`src/rtl/qam_src_pkg.sv`:
```
// Shared definitions for the QAM test-data source: source-select encodings
// and the PRBS-15 generator constants.
package qam_src_pkg;

   typedef enum logic [1:0] {
      MODE_PATTERN = 2'd0,
      MODE_PRBS    = 2'd1,
      MODE_COUNT   = 2'd2,
      MODE_ZERO    = 2'd3
   } mode_e;

   // x^15 + x^14 + 1 in Fibonacci form: feedback taps are state bits 14 and 13
   localparam int          PRBS_W            = 15;
   localparam int          PRBS_TAP_HI       = 14;
   localparam int          PRBS_TAP_LO       = 13;
   localparam logic [14:0] PRBS_DEFAULT_SEED = 15'h7FFF;

endpackage

```
`src/rtl/qam_data_source_prbs_stepper.sv`:
```
// Combinational PRBS-15 advance by STEPS bit-steps in one cycle; the earliest
// generated bit lands in o_bits[0].
module prbs_stepper
   import qam_src_pkg::*;
#(
   parameter int STEPS = 4
) (
   input  logic [PRBS_W-1:0] i_state,
   output logic [PRBS_W-1:0] o_next_state,
   output logic [STEPS-1:0]  o_bits
);

   always_comb begin
      logic [PRBS_W-1:0] w_walk;
      w_walk = i_state;
      o_bits = '0;
      for (int k = 0; k < STEPS; k++) begin
         o_bits[k] = w_walk[PRBS_TAP_HI] ^ w_walk[PRBS_TAP_LO];
         w_walk    = {w_walk[PRBS_W-2:0], o_bits[k]};
      end
      o_next_state = w_walk;
   end

endmodule

```
`src/rtl/qam_data_source.sv`:
```
// Test-data source for the 16-QAM mapper: one SYM_W-bit word per INTERVAL
// clocks from a selectable source, with valid/ready handshake and drop flag.
module qam_data_source
   import qam_src_pkg::*;
#(
   parameter int                   PATTERN_W    = 64,
   parameter int                   SYM_W        = 4,
   parameter int                   INTERVAL     = 1020,
   parameter logic [PATTERN_W-1:0] PATTERN_INIT = 64'hB9A8_3120_7564_FDEC,
   parameter logic [PRBS_W-1:0]    PRBS_SEED    = PRBS_DEFAULT_SEED
) (
   input  logic                 clk,
   input  logic                 rst,
   input  logic                 enable,
   input  logic [1:0]           mode,
   input  logic                 load_pattern,
   input  logic [PATTERN_W-1:0] pattern_in,
   output logic [SYM_W-1:0]     data_out,
   output logic                 data_valid,
   input  logic                 data_ready,
   output logic                 overflow,
   input  logic                 clr_overflow,
   output logic [15:0]          word_count
);

   localparam int               CNT_W    = $clog2(INTERVAL);
   localparam logic [CNT_W-1:0] CNT_LAST = CNT_W'(INTERVAL - 1);

   logic [CNT_W-1:0]     r_cnt;
   logic [PATTERN_W-1:0] r_pattern;
   logic [PRBS_W-1:0]    r_lfsr;
   logic [SYM_W-1:0]     r_count;
   logic [SYM_W-1:0]     r_data;
   logic                 r_valid;
   logic                 r_overflow;
   logic [15:0]          r_word_count;

   mode_e                w_mode;
   logic                 w_tick;
   logic                 w_xfer;
   logic                 w_accept;
   logic                 w_drop;
   logic [SYM_W-1:0]     w_word;
   logic [PATTERN_W-1:0] w_pattern_next;
   logic [PRBS_W-1:0]    w_lfsr_next;
   logic [SYM_W-1:0]     w_count_next;
   logic [PRBS_W-1:0]    w_prbs_state;
   logic [SYM_W-1:0]     w_prbs_bits;

   assign w_mode   = mode_e'(mode);
   // A pattern load restarts the interval, so it swallows a coincident tick
   assign w_tick   = enable && (r_cnt == CNT_LAST) && !load_pattern;
   assign w_xfer   = r_valid && data_ready;
   assign w_accept = w_tick && (!r_valid || w_xfer);
   assign w_drop   = w_tick && r_valid && !data_ready;

   prbs_stepper #(
      .STEPS(SYM_W)
   ) u_prbs (
      .i_state     (r_lfsr),
      .o_next_state(w_prbs_state),
      .o_bits      (w_prbs_bits)
   );

   always_comb begin
      w_word         = '0;
      w_pattern_next = r_pattern;
      w_lfsr_next    = r_lfsr;
      w_count_next   = r_count;
      if (w_accept) begin
         unique case (w_mode)
            MODE_PATTERN: begin
               w_word         = r_pattern[SYM_W-1:0];
               w_pattern_next = {r_pattern[SYM_W-1:0], r_pattern[PATTERN_W-1:SYM_W]};
            end
            MODE_PRBS: begin
               w_word      = w_prbs_bits;
               w_lfsr_next = w_prbs_state;
            end
            MODE_COUNT: begin
               w_word       = r_count;
               w_count_next = r_count + 1'b1;
            end
            MODE_ZERO: begin
               w_word = '0;
            end
            default: begin
               w_word = '0;
            end
         endcase
      end
      if (load_pattern) begin
         w_pattern_next = pattern_in;
      end
   end

   always_ff @(posedge clk or posedge rst) begin
      if (rst) begin
         r_cnt <= '0;
      end else if (load_pattern) begin
         r_cnt <= '0;
      end else if (enable) begin
         r_cnt <= (r_cnt == CNT_LAST) ? '0 : r_cnt + 1'b1;
      end
   end

   always_ff @(posedge clk or posedge rst) begin
      if (rst) begin
         r_pattern <= PATTERN_INIT;
         r_lfsr    <= PRBS_SEED;
         r_count   <= '0;
      end else begin
         r_pattern <= w_pattern_next;
         r_lfsr    <= w_lfsr_next;
         r_count   <= w_count_next;
      end
   end

   // A dropped tick leaves data_out and data_valid untouched
   always_ff @(posedge clk or posedge rst) begin
      if (rst) begin
         r_data       <= '0;
         r_valid      <= 1'b0;
         r_word_count <= '0;
      end else if (w_accept) begin
         r_data       <= w_word;
         r_valid      <= 1'b1;
         r_word_count <= r_word_count + 16'd1;
      end else if (w_xfer) begin
         r_valid      <= 1'b0;
      end
   end

   always_ff @(posedge clk or posedge rst) begin
      if (rst) begin
         r_overflow <= 1'b0;
      end else if (w_drop) begin
         r_overflow <= 1'b1;
      end else if (clr_overflow) begin
         r_overflow <= 1'b0;
      end
   end

   assign data_out   = r_data;
   assign data_valid = r_valid;
   assign overflow   = r_overflow;
   assign word_count = r_word_count;

endmodule

```
`config.mk`:
```
export PLATFORM = sky130hd
export DESIGN_NAME = qam_data_source
export DESIGN_NICKNAME = d
export VERILOG_FILES = /design/src/rtl/qam_src_pkg.sv /design/src/rtl/qam_data_source_prbs_stepper.sv /design/src/rtl/qam_data_source.sv
export SDC_FILE = /design/constraint.sdc
export NUM_CORES = 1
export LEC_CHECK = 0
export CORE_MARGIN = 2
export CORE_UTILIZATION = 26
export DETAILED_ROUTE_END_ITERATION = 16
export GPL_TIMING_DRIVEN = 0
export PLACE_DENSITY_LB_ADDON = 0.12
export SLEW_MARGIN = 15
export SYNTH_ARGS = -nofsm -noshare
export SYNTH_HDL_FRONTEND = slang
export SYNTH_SLANG_ARGS = --single-unit
```
`constraint.sdc`:
```
create_clock -name clk -period 6.1 [get_ports clk]
set_clock_uncertainty 0.2 [all_clocks]
set_input_delay 1.22 -clock clk [delete_from_list [all_inputs] [get_ports clk]]
set_output_delay 1.22 -clock clk [all_outputs]
set_load 0.01 [all_outputs]
```
* After elaboration in Yosys (flattened, before gate mapping)
Cells that the tools add are included.
Widths: inputs -> output; s select.
** Cells by class
- Bitwise logic cells :: 4
- Div/mod/pow operators :: 0
- Reduce and logical (&&, ||, !) cells :: 19
- Shifts and indexed selects :: 0
- Eq/ne operators :: 4
- $lt $le $gt $ge :: 0
- $add $sub $neg :: 3
- Multiply operators :: 0
- Muxes and demuxes :: 11
** Operators with widths (count)
- $mux 64 :: 3
- $mux 10 :: 3
- $add 16x1->16 const B :: 1
- $pmux 4 s4 :: 1
- $add 10x1->10 const B :: 1
- $eq 10x10->1 const B :: 1
- $reduce_bool 2->1 :: 5
- $logic_and 1x1->1 :: 6
- $reduce_and 2->1 :: 3
- $add 4x1->4 const B :: 1
- $eq 2x2->1 const B :: 2
- $mux 1 :: 4
- $xor 1x1->1 :: 4
- $logic_not 1->1 :: 3
- $eq 2x1->1 const B :: 1
- $logic_not 2->1 :: 1
- $logic_or 1x1->1 :: 1
** Word-level totals
- Logic and storage cells :: 49
- Input port bits :: 72
- Latch bits :: 0
- Memories kept :: 0
- Register bits after elaboration :: 115
- Memory bits (read-only) :: 0
- RAM bits :: 0

* Logic depth before layout (Yosys ltp)
- Depth in word-level cells :: 6
- Gate-level depth with buffers :: 9
- Gate-level depth less buffers :: 6

* Cells and area by module
A second synthesis with hierarchy kept.
** Second synthesis, totals
- Cell total of the unflattened synthesis :: 491
- Area total of the unflattened synthesis :: 5471.5 um2
** Modules (own cells, without submodules)
- qam_data_source :: cells an instance 472, times used 1, area each 5323.9 um2, sequential area each 2936.6 um2
- prbs_stepper :: cells an instance 19, times used 1, area each 147.6 um2, sequential area each 0.0 um2

* Worst setup path before layout
No wires, ideal clock.
- Path kind :: input -> register
- Start point :: input load_pattern
- End point :: register r_lfsr[0]
- Setup time :: 82 ps
- Data required time :: 5818 ps
- Stages on the path :: 7
- Arrival time :: 2728 ps
- Setup slack :: 3090 ps
- Cells stage by stage :: buf_2 -> nand2b_1 -> nor2b_4 -> nand2_1 -> nor3_2 -> buf_4 -> mux2_2
** On the way
- Word-level cells in the longest chain between the ends :: 4
** Ends and longest elaborated chain
- from (decl) :: RTL line qam_data_source.sv:16 : input logic load_pattern,
- $logic_not 1->1 :: RTL line qam_data_source.sv:52 : assign w_tick = enable && (r_cnt == CNT_LAST) && !load_pattern;
- $logic_and 1x1->1 :: RTL line qam_data_source.sv:52
- $logic_and 1x1->1 :: RTL line qam_data_source.sv:54 : assign w_accept = w_tick && (!r_valid || w_xfer);
- $reduce_and 2->1 (no line)
- to (signal assigned) :: RTL line qam_data_source.sv:114 : r_lfsr <= w_lfsr_next;
- to (decl) :: RTL line qam_data_source.sv:31 : logic [PRBS_W-1:0] r_lfsr;
No other way between the ends.
A chain may end at the register's enable or synchronous reset.

* Final worst setup path
- Start point :: input enable
- End point :: register r_lfsr[6]
** On the way
- Word-level cells in the longest chain between the ends :: 4
** Ends and longest elaborated chain
- from (decl) :: RTL line qam_data_source.sv:14 : input logic enable,
- $logic_and 1x1->1 (2 in a row) :: RTL line qam_data_source.sv:52
- $logic_and 1x1->1 :: RTL line qam_data_source.sv:54
- $reduce_and 2->1 (no line)
No other way between the ends.

==> key figures <==
Yosys
  – Post-synth EDFFs: 0
  – Syn_nets: ~560
  – Seq/Total Area, Yosys: about 55%
  – Post-Syn Instances: 484
  – Ys flop type: dfrtp_1
  – Syn Std Cell Area: 0.00537 mm²
  – Top cell type's share of synthesized area: 31.7%
  – Netlist cell types: 50
  – Synth async-reset ratio: 100%
  – Yosys warns: 0
  – Synth area leader: dfrtp_1
  – #FFs+latches synth: 115
  – Syn_area_per_cell: between 10 and 15 µm²
  – Synth area leaders: dfrtp_1, dfstp_2, mux2i_1

CTS
  – Resize count post-CTS: 0
  – CTS Buf Count: 17
  – Worst-case clock buffer depth: 2
  – Root Buffer: clkbuf_16
  – Post-CTS Setup Bufs: 0
  – Worst skew pair latency: about 0.4 ns
  – H-tree Lvls: 4
  – CTS sink count: roughly 120
  – CTS tree: yes
  – # hold bufs at CTS: 0
  – Clock-pin slew of the registers on the worst-case setup and hold paths: around 0.050 ns

STA
  – Final min period: 3.29 ns
  – Worst hold margin: between 0.2 and 0.3 ns
  – Final setup vio count: 0
  – FMAX: 0.304 GHz
  – Rel. slew slack: 58.8%
  – Slew @ Worst Pin: 0.618 ns
  – TNS Setup: 0 ns
  – RSZ-0062 raised after global routing: no
  – Post-route clock period utilization: 53.9%
  – Pins over their slew limit: 0
  – Hold Vio Cnt, Final: 0

Final layout
  – Area grow syn2layout: 36.0%
  – Commonest non-fill, non-tap cell in the layout: clkdlybuf4s50_1
  – Commonest cells after routing, fill and taps aside: clkdlybuf4s50_1, nand2_1, dfrtp_1
  – Antenna cells: 0
  – Post-layout nets: 669
  – Share of cells above drive strength 1: 18.1%

Drt
  – DRC: 0
  – DRT Wirelength: between 10000 and 15000 µm
  – Starting DRT DRC Count: 207
  – Antenna Nets Post-Route: 0
  – Drt pass-1 iters: 7
  – Via/cell ratio: roughly 4.5
  – Total number of vias: 3952
  – WL/cell: 15.1 µm

Worst setup path
  – CP endpoint kind: flip-flop
  – CP startpoint kind: input port
  – WP buf/inv: 2
  – Top delay family on crit path: simple AND/OR/NAND/NOR gates
  – CP arrival: 3.42 ns
  – CP max FO: 10
  – Req. time, crit path: 6.23 ns
  – Worst path slowest cell: clkdlybuf4s50_1
  – Critical path's largest stage delay: 0.57 ns
  – CP Class: input port to flip-flop
  – Cells along the critical path: clkdlybuf4s50_1 -> nand2b_1 -> nor2b_4 -> nand2_1 -> nor3_2 -> buf_4 -> mux2_2

Placement
  – Final HPWL DP: roughly 9500 µm
  – Buffers on Ports: 90
  – Routability cong.: 0.736

Power
  – PwrDens: 287 mW/mm²
  – Leak: 3.28 nW
  – Final Total Pwr: 2.10 mW
  – Worst vdd ir: 0.158 mV

Floorplan
  – Die Wd: 148 µm
  – Die area: 0.0218 mm²
  – Io pins: 94
  – Chip Height: 148 µm
  – Starting density of the core: 26.5%
  – Core footprint: 0.0202 mm²
  – Row cnt: 52

Global routing
  – Vias in the first global route: 4143
  – First-pass GRT wire length: 21800 µm
  – Largest net degree at the start of global routing: 66
  – Grt ovf: 0
  – Initial antenna violation count: 0
  – Overall Global Routing Usage: 12.8%

Flow run
  – Max-cap violations: 0

Outcome
  – Outcome: completed

Worst hold path
  – Hold Crit Class: flip-flop to flip-flop
sequential cells by signal, indices dropped and copies added, names as in the netlist:
signal,cells
r_pattern,64
word_count,16
overflow,1
r_cnt,10
r_lfsr,15
data_valid,1
data_out,4
r_count,4
per-stage QoR:
stage	worst slack, ns	cell area [µm²]	utilization [%]	instances
floorplan	1.71	5370	-	484
global placement	-0.222	6610	32.6	844
detailed placement	2.39	6640	32.8	845
CTS	2.81	7300	36.1	877
global route	2.69	7300	36.1	877
finish	2.81	7300	36.1	877
final timing paths:
| kind | depth (start not counted) | endpoint | from | slack (ns) |
|---|---|---|---|---|
| hold / removal | 2 | r_lfsr[1]$_DFFE_PP1P_ | r_lfsr[1]$_DFFE_PP1P_ | 0.26 |
| hold reg to reg | 2 | r_lfsr[1]$_DFFE_PP1P_ | r_lfsr[1]$_DFFE_PP1P_ | 0.26 |
| max in group asynchronous | 3 | r_lfsr[2]$_DFFE_PP1P_ | rst | 3.89 |
| setup / recovery | 7 | r_lfsr[6]$_DFFE_PP1P_ | enable | 2.81 |
| setup reg to reg | 7 | word_count[15]$_DFFE_PP0P_ | r_cnt[0]$_DFFE_PP0P_ | 3.59 |
| min in group asynchronous | 2 | r_pattern[17]$_DFFE_PP0P_ | rst | 1.09 |
cell families after synthesis:
kind of cell             count (synthesis)  share of synthesized area (%)
buffers and inverters                   38                           3.36
XOR/XNOR                                23                           3.89
AO/OA/AOI/OAI                           99                           10.9
AND/OR/NAND/NOR                        128                           11.6
flip-flops                             115                           54.7
multiplexers                            78                           14.9
adder cells (fa/ha/maj)                  3                          0.699
worst min-delay path, stage by stage (launching register included):
cell and delay, ns:
dfstp_2 0.36, inv_1 0.04, mux2i_1 0.06
power by group:
part,internal (mW),total [mW],switching (mW)
sequential,0.817,0.843,0.0260
combinational,0.0736,0.142,0.0689
clock,0.767,1.11,0.343
layout make-up:
cell class | instances | area [µm²]
buffer | 28 | 143
clock buffer | 23 | 488
clock inverter | 9 | 175
fill | 2005 | 12900
inverter | 10 | 42.5
multi-input combinational | 331 | 2250
sequential | 115 | 2940
tap | 270 | 338
timing repair buffer | 91 | 928
cell usage after synthesis (2+ instances only):
cell type,count
xnor2_1,13
nor2_1,14
ha_1,3
buf_4,2
nand3_1,9
clkbuf_1,17
nand2b_1,5
nand4_1,4
o221ai_1,2
nand2_1,70
a22o_1,6
dfstp_2,47
o21ai_0,62
and4_1,2
nor3_1,3
and3_1,5
mux2_2,14
a21o_1,7
a21oi_1,8
buf_2,6
inv_1,10
buf_6,3
xor2_1,9
mux2i_1,64
and2_1,3
dfrtp_1,68
o21a_1,2
or3_1,4
metal layers:
layer	track usage [%]	share of wire, %	wire length, µm	vias up
met5	0	0	0	-
met4	4.90	1.3	167	0
met3	3.18	4.1	544	11
met2	19.8	46	6130	78
met1	17.4	48	6400	1941
li1	-	-	-	1922
Note: power is estimated with default switching activity, not from simulation.
==> edit: new RTL, config.mk and constraints unchanged <==
Set the parameter `SYM_W` to 3 (it was 4).
--- a/src/rtl/qam_data_source.sv
+++ b/src/rtl/qam_data_source.sv
@@ -5,5 +5,5 @@
 #(
    parameter int                   PATTERN_W    = 64,
-   parameter int                   SYM_W        = 4,
+   parameter int                   SYM_W        = 3,
    parameter int                   INTERVAL     = 1020,
    parameter logic [PATTERN_W-1:0] PATTERN_INIT = 64'hB9A8_3120_7564_FDEC,
Ports: changed (resized data_out); port bits go from 94 to 93. No check against the original RTL was run, so the function may have changed too.
==> edit against the original RTL <==
- total power fell by 9.1%
- setup slack got worse by 0.34 ns
- critical path depth fell by 1
- sequential cell count fell by 2
- maximum frequency fell by 9.3%
- global-route usage rose by 1.0 points
- wire length rose by 4.6%
- final cell count fell by 7.1%
- final area fell by 3.9%
- area after synthesis fell by 3.3%
- clock power fell by 17%
- critical path type unchanged
- critical endpoint is now r_pattern[46]
==> edit: results (changes against the original RTL) <==
metric	value	unit	change
placedInstanceArea	6470	um^2	-2.5%
place_congestion	0.739		+0.39%
worstReg2RegEnd	r_pattern[46]		
peakVddDrop	0.187	mV	+19%
antenna_found_initial	1		+1
worst_path_max_delay_cell	nor2_1		
crit_start	mode[0]		
globalRouteMet2Util	20.3	%	+0.49 points
fp.dieArea	21100	um^2	-3.2%
n_fill_cell	1963		-2.1%
synth.top_cells.by_count	66 x dfrtp_1, 51 x nor3b_1, 50 x a221o_1		
use_met3	3.96	%	+0.78 points
p_leak	0.00286	uW	-13%
post-place-ws	2.04	ns	-0.352 ns
yosysUniqueCellTypes	46		-8.0%
finalCritPeriodShare	59.4	%	+5.5 points
drt_wl_total	13.9	mm	+4.6%
portBuffers	92		+2.2%
worst_pin_slew	1.06	ns	+0.444 ns
syn_nets	500		-11%
synthTopCellsByArea	dfrtp_1 32%, dfstp_2 24%, a221o_1 9.6%		
grt.met1_usage	19.2	%	+1.9 points
status	finished clean		
grt_pass1_vias	4032		-2.7%
switching_share	22.2	%	+1.4 points
drt_iter0_drc	133		-36%
num_vias	3900		-1.3%
reg2reg_slack	3.26	ns	-0.33 ns
grt_use_total	13.8	%	+1.0 points
firstDrtPassIters	4		-3
hpwlAfterDp	9.58	mm	+1.2%
drive_above_1_share	19.8	%	+1.7 points
grt_pass1_wl	22.7	mm	+4.4%
crit_family	buffers and inverters		
yosysSeqAreaShare	55.6	%	+0.91 points
edit: kinds of logic after synthesis:
group / synth area share (%)
compound gates: 14.9
flops: 55.6
xor+xnor: 4.56
simple gates: 16.1
fa+ha+maj: 0.723
buf+inv: 3.18
mux: 4.85
edit: routing by layer:
| layer | vias to the layer above | wire, um | part of all wire, % |
|---|---|---|---|
| met2 | 94 | 6240 | 45 |
| met3 | 18 | 648 | 4.7 |
| li1 | 1828 | - | - |
| met1 | 1958 | 6780 | 49 |
| met5 | - | 13 | 0.094 |
| met4 | 2 | 167 | 1.2 |
edit: area by class of cell:
class                           count  area share, %
Buffer                             30           2.19
Inverter                            3          0.232
Sequential cell                   113           41.1
Clock buffer                       25           6.91
Clock inverter                      7          0.855
Timing Repair Buffer               93           13.5
Multi-Input combinational cell    279           30.5
Tap cell                          265           4.72
edit: worst min path at each step:
| stage | cells after the start | to | slack [ns] | start |
|---|---|---|---|---|
| after global routing | 1 | word_count[15] | 0.28 | word_count[15] |
| after floorplan | 1 | r_count[2] | 0.25 | r_count[2] |
| after CTS | 1 | word_count[15] | 0.27 | word_count[15] |
| final | 1 | word_count[15] | 0.26 | word_count[15] |
| after detailed placement | 1 | word_count[15] | 0.27 | word_count[15] |
| after global placement | 1 | word_count[15] | 0.26 | word_count[15] |
edit: per-stage QoR:
step	setup TNS, ns	util [%]	cells
2_1_floorplan	0	-	425
3_3_place_gp	-8.19	33.0	782
3_5_place_dp	0	33.2	783
4_1_cts	0	36.0	815
5_1_grt	0	36.0	815
6_report	0	36.0	815
edit: power by group through the flow:
stage | Sequential, uW | Combinational [uW] | Clock, uW
global placement | 839 | 154 | 0
CTS | 829 | 159 | 951
global route | 833 | 172 | 984
finish | 829 | 156 | 921
detailed placement | 840 | 158 | 0
floorplan | 829 | 83.9 | 0
